**src/rtl/leb128_encoder_pkg.sv**
```systemverilog
// Shared LEB128 constants, FSM state type and operand normalisation.
// The decoder side uses the same byte limits and bit positions.
package leb128_encoder_pkg;

  localparam int unsigned LEB128_MAX_I32   = 5;
  localparam int unsigned LEB128_MAX_I64   = 10;
  localparam int unsigned LEB128_CONT_BIT  = 7;
  localparam int unsigned LEB128_PAYLOAD_W = 7;

  typedef enum logic {
    ST_IDLE,
    ST_EMIT
  } state_e;

  // 32-bit operands are widened so the byte rule can always work on 64 bits.
  function automatic logic [63:0] normalise(input logic [63:0] v,
                                            input logic        sgn,
                                            input logic        is64);
    logic [63:0] r;
    if (is64)     r = v;
    else if (sgn) r = {{32{v[31]}}, v[31:0]};
    else          r = {32'h0, v[31:0]};
    return r;
  endfunction

endpackage

```
**src/rtl/leb128_encoder_if.sv**
```systemverilog
// Producer/sink handshake bundle for the LEB128 encoder.
// slave = encoder side, master = producer + byte sink side.
interface leb128_encoder_if;
  logic        in_valid;
  logic        in_ready;
  logic [63:0] in_value;
  logic        in_signed;
  logic        in_is64;
  logic        out_valid;
  logic        out_ready;
  logic [7:0]  out_byte;
  logic        out_last;
  logic        done;
  logic [3:0]  out_len;

  modport slave (
    input  in_valid, in_value, in_signed, in_is64, out_ready,
    output in_ready, out_valid, out_byte, out_last, done, out_len
  );

  modport master (
    output in_valid, in_value, in_signed, in_is64, out_ready,
    input  in_ready, out_valid, out_byte, out_last, done, out_len
  );
endinterface

```
**src/rtl/leb128_encoder_byte.sv**
```systemverilog
// Combinational LEB128 byte former: payload, termination rule and remainder.
module leb128_byte
  import leb128_encoder_pkg::*;
(
  input  logic [63:0] r,
  input  logic        sgn,
  output logic [7:0]  enc_byte,
  output logic        last,
  output logic [63:0] rest
);

  always_comb begin
    rest = sgn ? 64'($signed(r) >>> LEB128_PAYLOAD_W) : (r >> LEB128_PAYLOAD_W);
    // Signed streams stop once the remaining bits are pure sign copies of bit 6.
    if (sgn)
      last = ((rest == '0) && !r[LEB128_PAYLOAD_W-1]) ||
             ((rest == '1) &&  r[LEB128_PAYLOAD_W-1]);
    else
      last = (rest == '0);
    enc_byte = {~last, r[LEB128_PAYLOAD_W-1:0]};
  end

endmodule

```
**src/rtl/leb128_encoder.sv**
```systemverilog
// Serial LEB128 encoder: accepts one 32/64-bit operand, emits its minimal
// signed or unsigned byte sequence one byte per valid/ready handshake.
module leb128_encoder
  import leb128_encoder_pkg::*;
#(
  parameter int unsigned MAX_BYTES = LEB128_MAX_I64
) (
  input  logic             clk,
  input  logic             reset,
  leb128_encoder_if.slave  bus
);

  state_e      state_q, state_d;
  logic [63:0] r_q, r_d;
  logic        sgn_q, sgn_d;
  logic [3:0]  cnt_q, cnt_d;
  logic        done_q, done_d;
  logic [3:0]  len_q, len_d;

  logic [7:0]  bf_byte;
  logic        bf_last;
  logic [63:0] bf_rest;
  logic        last_eff;
  logic        accept_in;
  logic        accept_out;

  leb128_byte u_byte (
    .r        (r_q),
    .sgn      (sgn_q),
    .enc_byte (bf_byte),
    .last     (bf_last),
    .rest     (bf_rest)
  );

  // The count cap is redundant for legal operands but bounds the counter.
  assign last_eff   = bf_last || (cnt_q == 4'(MAX_BYTES - 1));
  assign accept_in  = (state_q == ST_IDLE) && bus.in_valid;
  assign accept_out = (state_q == ST_EMIT) && bus.out_ready;

  always_comb begin
    state_d = state_q;
    r_d     = r_q;
    sgn_d   = sgn_q;
    cnt_d   = cnt_q;
    done_d  = 1'b0;
    len_d   = len_q;
    unique case (state_q)
      ST_IDLE: begin
        if (accept_in) begin
          state_d = ST_EMIT;
          r_d     = normalise(bus.in_value, bus.in_signed, bus.in_is64);
          sgn_d   = bus.in_signed;
          cnt_d   = '0;
        end
      end
      ST_EMIT: begin
        if (accept_out) begin
          if (last_eff) begin
            state_d = ST_IDLE;
            done_d  = 1'b1;
            len_d   = cnt_q + 4'd1;
          end else begin
            r_d   = bf_rest;
            cnt_d = cnt_q + 4'd1;
          end
        end
      end
      default: state_d = ST_IDLE;
    endcase
  end

  always_ff @(posedge clk) begin
    if (reset) begin
      state_q <= ST_IDLE;
      r_q     <= '0;
      sgn_q   <= 1'b0;
      cnt_q   <= '0;
      done_q  <= 1'b0;
      len_q   <= '0;
    end else begin
      state_q <= state_d;
      r_q     <= r_d;
      sgn_q   <= sgn_d;
      cnt_q   <= cnt_d;
      done_q  <= done_d;
      len_q   <= len_d;
    end
  end

  assign bus.in_ready  = (state_q == ST_IDLE);
  assign bus.out_valid = (state_q == ST_EMIT);
  assign bus.out_byte  = (state_q == ST_EMIT) ? {~last_eff, bf_byte[6:0]} : '0;
  assign bus.out_last  = (state_q == ST_EMIT) && last_eff;
  assign bus.done      = done_q;
  assign bus.out_len   = len_q;

endmodule

```
**src/flat_wrapper.sv**
```systemverilog
// flat-port wrapper written by rule: the top's interface ports become plain ports
module leb128_encoder_flat import leb128_encoder_pkg::*;
#(
  parameter int unsigned MAX_BYTES = LEB128_MAX_I64
)
  (clk, reset, bus_in_valid, bus_in_value, bus_in_signed, bus_in_is64, bus_out_ready, bus_in_ready, bus_out_valid, bus_out_byte, bus_out_last, bus_done, bus_out_len);
  leb128_encoder_if bus_i ();
  input  logic clk;
  input  logic reset;
  input wire logic [$bits(bus_i.in_valid)-1:0] bus_in_valid;
  input wire logic [$bits(bus_i.in_value)-1:0] bus_in_value;
  input wire logic [$bits(bus_i.in_signed)-1:0] bus_in_signed;
  input wire logic [$bits(bus_i.in_is64)-1:0] bus_in_is64;
  input wire logic [$bits(bus_i.out_ready)-1:0] bus_out_ready;
  output wire logic [$bits(bus_i.in_ready)-1:0] bus_in_ready;
  output wire logic [$bits(bus_i.out_valid)-1:0] bus_out_valid;
  output wire logic [$bits(bus_i.out_byte)-1:0] bus_out_byte;
  output wire logic [$bits(bus_i.out_last)-1:0] bus_out_last;
  output wire logic [$bits(bus_i.done)-1:0] bus_done;
  output wire logic [$bits(bus_i.out_len)-1:0] bus_out_len;
  assign bus_i.in_valid = bus_in_valid;
  assign bus_i.in_value = bus_in_value;
  assign bus_i.in_signed = bus_in_signed;
  assign bus_i.in_is64 = bus_in_is64;
  assign bus_i.out_ready = bus_out_ready;
  assign bus_in_ready = bus_i.in_ready;
  assign bus_out_valid = bus_i.out_valid;
  assign bus_out_byte = bus_i.out_byte;
  assign bus_out_last = bus_i.out_last;
  assign bus_done = bus_i.done;
  assign bus_out_len = bus_i.out_len;
  leb128_encoder #(.MAX_BYTES(MAX_BYTES)) u_core (.clk(clk), .reset(reset), .bus(bus_i));
endmodule
```
**config.mk**
```make
export PLATFORM = sky130hd
export DESIGN_NAME = leb128_encoder_flat
export DESIGN_NICKNAME = d
export VERILOG_FILES = /design/src/rtl/leb128_encoder_pkg.sv /design/src/rtl/leb128_encoder_if.sv /design/src/rtl/leb128_encoder_byte.sv /design/src/rtl/leb128_encoder.sv /design/src/flat_wrapper.sv
export SDC_FILE = /design/constraint.sdc
export NUM_CORES = 1
export LEC_CHECK = 0
export ABC_AREA = 0
export BUFFER_PORTS_ARGS = -buffer_cell sky130_fd_sc_hd__buf_2
export CORE_MARGIN = 10
export CORE_UTILIZATION = 48
export CTS_CLUSTER_SIZE = 10
export DETAILED_ROUTE_END_ITERATION = 12
export MAX_ROUTING_LAYER = met4
export PLACE_DENSITY_LB_ADDON = 0.08
export SLEW_MARGIN = 5
export SYNTH_ARGS = -nofsm -noshare
export SYNTH_HDL_FRONTEND = slang
export SYNTH_SLANG_ARGS = --single-unit
```
**constraint.sdc**
```tcl
create_clock -name clk -period 2.2 [get_ports clk]
set_input_delay 0.22 -clock clk [delete_from_list [all_inputs] [get_ports clk]]
set_output_delay 0.22 -clock clk [all_outputs]
set_load 0.005 [all_outputs]
```
==> results.yml, run 1 <==
detailed_routing:
  route.final.wire_length_um: 18500
  wl_per_cell_um: 25.1
  drt.antenna.violating_nets: 0
  via_to_cell_ratio: 6.87
  met2RoutedLength_um: 8540
  met1Wirelength_um: 6940
  vias: 5064
  drt_first_iter_violations: 720
  met3_length_um: 2110
  highest_routed_layer: "met4"
  drcViolationCount: 0
  dr.pass1.iters: 5
floorplan:
  initial_core_util_pct: 49.9
  top_level_pins: 86
  die_w_um: 110
  die_h_um: 110
  core_area_sq_um: 7850
  placementRows: 32
  die_area_sq_um: 12200
critical_path:
  worst-endpoint-required_ns: 2.49
  crit_path_start_kind: "register"
  worst-r2r-setup-slack_ns: -0.53
  slowest_stage: "sky130_fd_sc_hd__or4_4"
  critical-path-top-cell-by-count: "sky130_fd_sc_hd__buf_12"
  data_arrival_at_the_endpoint_of_the_critical_path_ns: 3.02
  crit_path_max_fanout: 8
  path_cells: "a211oi_1, nand4_1, or4_4, buf_6, nand4b_1, nand2_4, buf_12, buf_12, a211oi_4"
  cpPeakStageDelay_ns: 0.50
  critical_path_class: "reg2reg"
  cp-end-kind: "register"
synth:
  synthDominantCellAreaShare_pct: 38.3
  synth_cell_area_sq_um: 3920
  postSynthAreaPerCell_sq_um: 8.25
  netlist_top_cells_area: "sky130_fd_sc_hd__dfxtp_1 38%, sky130_fd_sc_hd__mux2i_1 8.2%, sky130_fd_sc_hd__nand3_1 7.0%"
  post-synth-top-area-cell: "sky130_fd_sc_hd__dfxtp_1"
  synth_seq_area_share_pct: 38.3
  cells_after_synth: 475
  synth_cell_types: 37
  synth_nets: 547
  synth-seq-cells: 75
  ys.warnings.count: 0
power_and_ir_drop:
  leakage_nw: 2.53
  vdd_ir_drop_max_mv: 0.370
  power_density_nw_per_um2: 586
  p_total_mw: 3.85
timing:
  postLayoutSetupSlackWorst_ns: -0.533
  timing.final.crit_period_ns: 2.73
  timing.setup.tns_ns: -31.84
  worst_slew_margin_rel_pct: 51.0
  report.final.hold_viol_count: 0
  tightestPinTransition_ns: 0.735
  finalSetupViolations: 75
  final_max_slew_viol_count: 0
  min_period_over_period_pct: 124
  largest_clock_skew_in_the_final_design_ns: 0.00951
  rsz0062_at_grt: "yes"
  fmax_mhz: 366
placement:
  port_buffers: 85
  placedInstanceArea_sq_um: 4930
  gp_congestion: 0.903
  dpl_worst_slack_ns: -0.161
  hpwlAfterDp_um: 9230
  place.detailed.instances: 695
final_layout:
  flow.area_growth_from_synthesis_pct: 67.8
  fillerInstances: 401
  most-common-layout-cells: "84 x sky130_fd_sc_hd__buf_2, 73 x sky130_fd_sc_hd__buf_4, 70 x sky130_fd_sc_hd__dfxtp_1, 51 x sky130_fd_sc_hd__nand3_1, 38 x sky130_fd_sc_hd__nand2_1"
  final_cell_count_no_fill: 737
  nets: 702
  multi_input_logic_area_sq_um: 3150
  antenna_cells_inserted: 0
  layout_commonest_cell: "sky130_fd_sc_hd__buf_2"
  layout-drive-gt1-share_pct: 54.2
  design_area_sq_um: 6570
  reg_area_sq_um: 1510
hold_path:
  min-delay-path-class: "in2reg"
cts:
  clock_buffer_count_from_cts: 9
  cts.root.buffer_cell: "sky130_fd_sc_hd__clkbuf_8"
  h-tree-depth: 3
  cts.sinks: 75
  cts_max_path_buffers: 2
  clk_transition_reported_paths_ns: 0.09
  cts_tree: "built"
  clkLatencyLatePin_ns: 0.37
global_routing:
  initial_antenna_violation_count: 0
  grt_util_all_layers_pct: 26.2
  grt_max_degree: 65
  grt_pass1_vias: 4553
  grt-ovfl-total: 0
  grt_first_pass_wirelength_um: 24400
outcome:
  status: "finished, violations left"
  violated_checks: "setup timing"
job:
  drv.max_cap_violation_count: 0
## repair_timing
| item | in CTS | in global routing |
|---|---|---|
| hold buffers | 0 | 0 |
| cloned | 10 | 3 |
| pin swaps | 28 | 54 |
| gates resized for setup | 106 | 94 |
| setup endpoints to repair | 73 | 75 |
| buffers inserted | 14 | 8 |
| endpoints found under the hold margin | 0 | 0 |
## routing by layer
metal	GRT usage (%)	vias up
met4	10.4	0
li1	-	2131
met1	33.3	2420
met2	40.8	409
met5	-	-
met3	3.89	104
## cell type report
type,instances,share of cell area (%)
clock buffers,9,1.88
repair buffers,192,24.5
flip-flops and latches,75,22.9
multi-input cells,350,47.9
clock inverters,7,0.685
inverters,2,0.114
well taps,102,1.94
## sequential cells by signal, indices dropped and copies added (netlist names)
register              count
u_core.bus.done           1
u_core.bus.out_len        4
u_core.r_q               64
u_core.sgn_q              1
u_core.bus.out_valid      1
u_core.cnt_q              4
## power breakdown
group	internal (mW)	switching, mW	total (mW)
clock	0.403	0.589	0.992
combinational	0.597	0.691	1.29
sequential	1.46	0.104	1.57
total	2.46	1.38	3.85
## worst paths after layout
check | depth (start not counted) | startpoint | end
max | 9 | u_core.r_q[6]$_SDFFE_PP0P_ | u_core.r_q[13]$_SDFFE_PP0P_
min | 3 | bus_in_signed | u_core.sgn_q$_SDFFE_PP0P_
max reg2reg | 9 | u_core.r_q[6]$_SDFFE_PP0P_ | u_core.r_q[13]$_SDFFE_PP0P_
min reg2reg | 2 | u_core.bus.out_len[0]$_SDFFE_PP0P_ | u_core.bus.out_len[0]$_SDFFE_PP0P_
## critical path: cells and delay by family, from the launching register on
kind | cells | cell delay [ns]
and+or+nand+nor | 4 | 1.14
AOI/OAI and AO/OA | 2 | 0.69
buffers and inverters | 3 | 0.47
DFF | 1 | 0.34
## cells by family (layout without fill, tap and decap cells)
family,after synthesis,count (layout),synth area share (%)
AOI/OAI and AO/OA,114,114,19.7
buffers and inverters,51,210,6.00
muxes,33,33,8.46
DFF,75,75,38.3
xor gates and xnor gates,2,2,0.447
adders and majority gates,2,2,0.639
and+or+nand+nor,198,199,26.4
## Yosys cell counts (all sizes together)
library cell / number
nand3b: 4
mux2i: 32
dfxtp: 75
o21ai: 13
a211oi: 36
or3: 1
or4: 1
nor2b: 2
xnor2: 1
nand2b: 7
nor2: 6
inv: 2
nand3: 55
buf: 15
o221ai: 25
ha: 2
xor2: 1
nand4b: 2
nor4: 16
a21oi: 34
mux2: 1
a21o: 1
and2: 9
nand4: 18
a31oi: 3
nor3: 36
nand2: 39
and3: 1
clkbuf: 34
o31ai: 2
and4b: 1
## metrics by stage
step	hold WS, ns	utilization [%]
finish	0.108	83.8
CTS	0.110	76.5
detailed placement	0.483	62.8
floorplan	0.356	-
global route	0.140	83.8
global placement	0.480	62.8
Power figures use the tool's default switching activity.
==> run 2, diff against run 1 <==
--- a/config.mk
+++ b/config.mk
@@ -12,7 +12,7 @@
 export CTS_CLUSTER_SIZE = 10
 export DETAILED_ROUTE_END_ITERATION = 12
 export MAX_ROUTING_LAYER = met4
-export PLACE_DENSITY_LB_ADDON = 0.08
+export PLACE_DENSITY = 0.76
 export SLEW_MARGIN = 5
 export SYNTH_ARGS = -nofsm -noshare
 export SYNTH_HDL_FRONTEND = slang
==> constraint.sdc (replaced) <==
create_clock -name clk -period 3.2 [get_ports clk]
set_input_delay 0.32 -clock clk [delete_from_list [all_inputs] [get_ports clk]]
set_output_delay 0.32 -clock clk [all_outputs]
set_load 0.005 [all_outputs]
==> results.yml, run 2 (synthesized netlist as in run 1, its figures left out) <==
critical_path:
  crit_path_max_fanout: 4
  slowest_stage: "sky130_fd_sc_hd__or4_4"
  data_arrival_at_the_endpoint_of_the_critical_path_ns: 2.30
  cpPeakStageDelay_ns: 0.53
  worst-endpoint-required_ns: 2.88
  cp-end-kind: "output pin"
  crit_path_start_kind: "register"
  worst_path_dominant_cell_family: "simple AND/OR/NAND/NOR gates"
  path_cells: "nor4_1, nand4_1, or4_4, and3_1, and2_1, buf_2"
  worst-r2r-setup-slack_ns: 0.76
  worst-path-buf-inv: 1
  critical_path_class: "reg2out"
cts:
  h-tree-depth: 3
  clkLatencyLatePin_ns: 0.36
  cts.hold.buffers_added: 0
  cts_setup_buffers: 0
  cts.sinks: 75
  cts_tree: "built"
  clock_buffer_count_from_cts: 9
  cts.root.buffer_cell: "sky130_fd_sc_hd__clkbuf_8"
  cts_repair_resize_count: 0
  clk_transition_reported_paths_ns: 0.07
  cts_max_path_buffers: 2
job:
  drv.max_cap_violation_count: 0
global_routing:
  grt_first_pass_wirelength_um: 18700
  grt-ovfl-total: 0
  grt_util_all_layers_pct: 19.6
  initial_antenna_violation_count: 0
  grt_pass1_vias: 3752
  grt_max_degree: 67
timing:
  min_period_over_period_pct: 81.8
  fmax_mhz: 382
  timing.setup.tns_ns: 0
  rsz0062_at_grt: "no"
  report.final.hold_viol_count: 0
  whs_ns: 0.214
  final_max_slew_viol_count: 0
  largest_clock_skew_in_the_final_design_ns: 0.00654
  tightestPinTransition_ns: 0.823
  timing.final.crit_period_ns: 2.62
  postLayoutSetupSlackWorst_ns: 0.583
  worst_slew_margin_rel_pct: 45.2
  finalSetupViolations: 0
detailed_routing:
  dr.pass1.iters: 5
  via_to_cell_ratio: 6.21
  drcViolationCount: 0
  vias: 3970
  drt.antenna.violating_nets: 0
  drt_first_iter_violations: 420
  wl_per_cell_um: 18.5
  route.final.wire_length_um: 11800
power_and_ir_drop:
  power_density_nw_per_um2: 493
  vdd_ir_drop_max_mv: 0.250
  leakage_nw: 1.75
  p_total_mw: 2.24
floorplan:
  die_w_um: 110
  core_area_sq_um: 7850
  die_h_um: 110
  placementRows: 32
  initial_core_util_pct: 49.9
  top_level_pins: 86
  die_area_sq_um: 12200
placement:
  gp_congestion: 0.949
  dpl_worst_slack_ns: 0.806
  hpwlAfterDp_um: 8160
  port_buffers: 85
final_layout:
  nets: 605
  antenna_cells_inserted: 0
  reg_area_sq_um: 1500
  multi_input_logic_area_sq_um: 2190
  largest_register_ffs: 64
  flow.area_growth_from_synthesis_pct: 16.1
  layout-drive-gt1-share_pct: 22.0
  fillerInstances: 748
  layout_commonest_cell: "sky130_fd_sc_hd__buf_2"
  register_with_the_most_flip_flops: "u_core.r_q"
  most-common-layout-cells: "85 x sky130_fd_sc_hd__buf_2, 74 x sky130_fd_sc_hd__dfxtp_1, 55 x sky130_fd_sc_hd__nand3_1, 39 x sky130_fd_sc_hd__nand2_1"
outcome:
  status: "finished, final reports clean"
hold_path:
  min-delay-path-class: "in2reg"
==> run 2: changes by cell type in the layout (fill, tap and decap cells not counted), sizes merged <==
cell / previous run / this run
bufinv: 0 / 1
clkinvlp: 4 / 2
and4b: 2 / 1
clkinv: 3 / 1
buf: 189 / 96
clkbuf: 12 / 11
==> run 2: path summary, 6_finish.rpt <==
path,startpoint,endpoint,cells past startpoint
worst min-delay path,bus_in_signed,u_core.sgn_q$_SDFFE_PP0P_,3
worst max register to register,u_core.r_q[31]$_SDFFE_PP0P_,u_core.r_q[58]$_SDFFE_PP0P_,6
worst max-delay path,u_core.r_q[31]$_SDFFE_PP0P_,bus_out_byte[7],6
worst min register to register,u_core.bus.out_len[1]$_SDFFE_PP0P_,u_core.bus.out_len[1]$_SDFFE_PP0P_,2
==> run 2: routing by layer <==
| metal | GRT usage, % | up-vias | wire length, um |
|---|---|---|---|
| met5 | - | - | 0 |
| met1 | 25.1 | 1816 | 5190 |
| met4 | 8.90 | 0 | 280 |
| met3 | 3.37 | 29 | 942 |
| met2 | 29.4 | 196 | 5410 |
| li1 | - | 1929 | - |
==> run 2: where the power goes <==
part | switching (mW) | internal [mW]
sequential | 0.0835 | 1.01
clock | 0.360 | 0.397
combinational | 0.223 | 0.173
==> run 2: area by class of cell <==
cell class	instances	share of cell area [%]
clock inverter	4	1.10
tap	102	2.81
multi-input combinational	349	48.1
timing repair buffer	96	11.4
inverter	2	0.165
sequential	75	33.0
clock buffer	11	3.33
==> run 2: tightest hold or removal path, stage by stage <==
cell and delay, ns:
sky130_fd_sc_hd__buf_2 0.11, sky130_fd_sc_hd__nand2_1 0.05, sky130_fd_sc_hd__a21oi_1 0.05
==> run 2: metrics by stage <==
| stage | cells | utilization, % | area [sq um] |
|---|---|---|---|
| after CTS | 639 | 58.0 | 4550 |
| after detailed placement | 624 | 55.4 | 4350 |
| after floorplan | 475 | - | 3920 |
| after global routing | 639 | 58.0 | 4550 |
| final | 639 | 58.0 | 4550 |
| after global placement | 624 | 55.4 | 4350 |
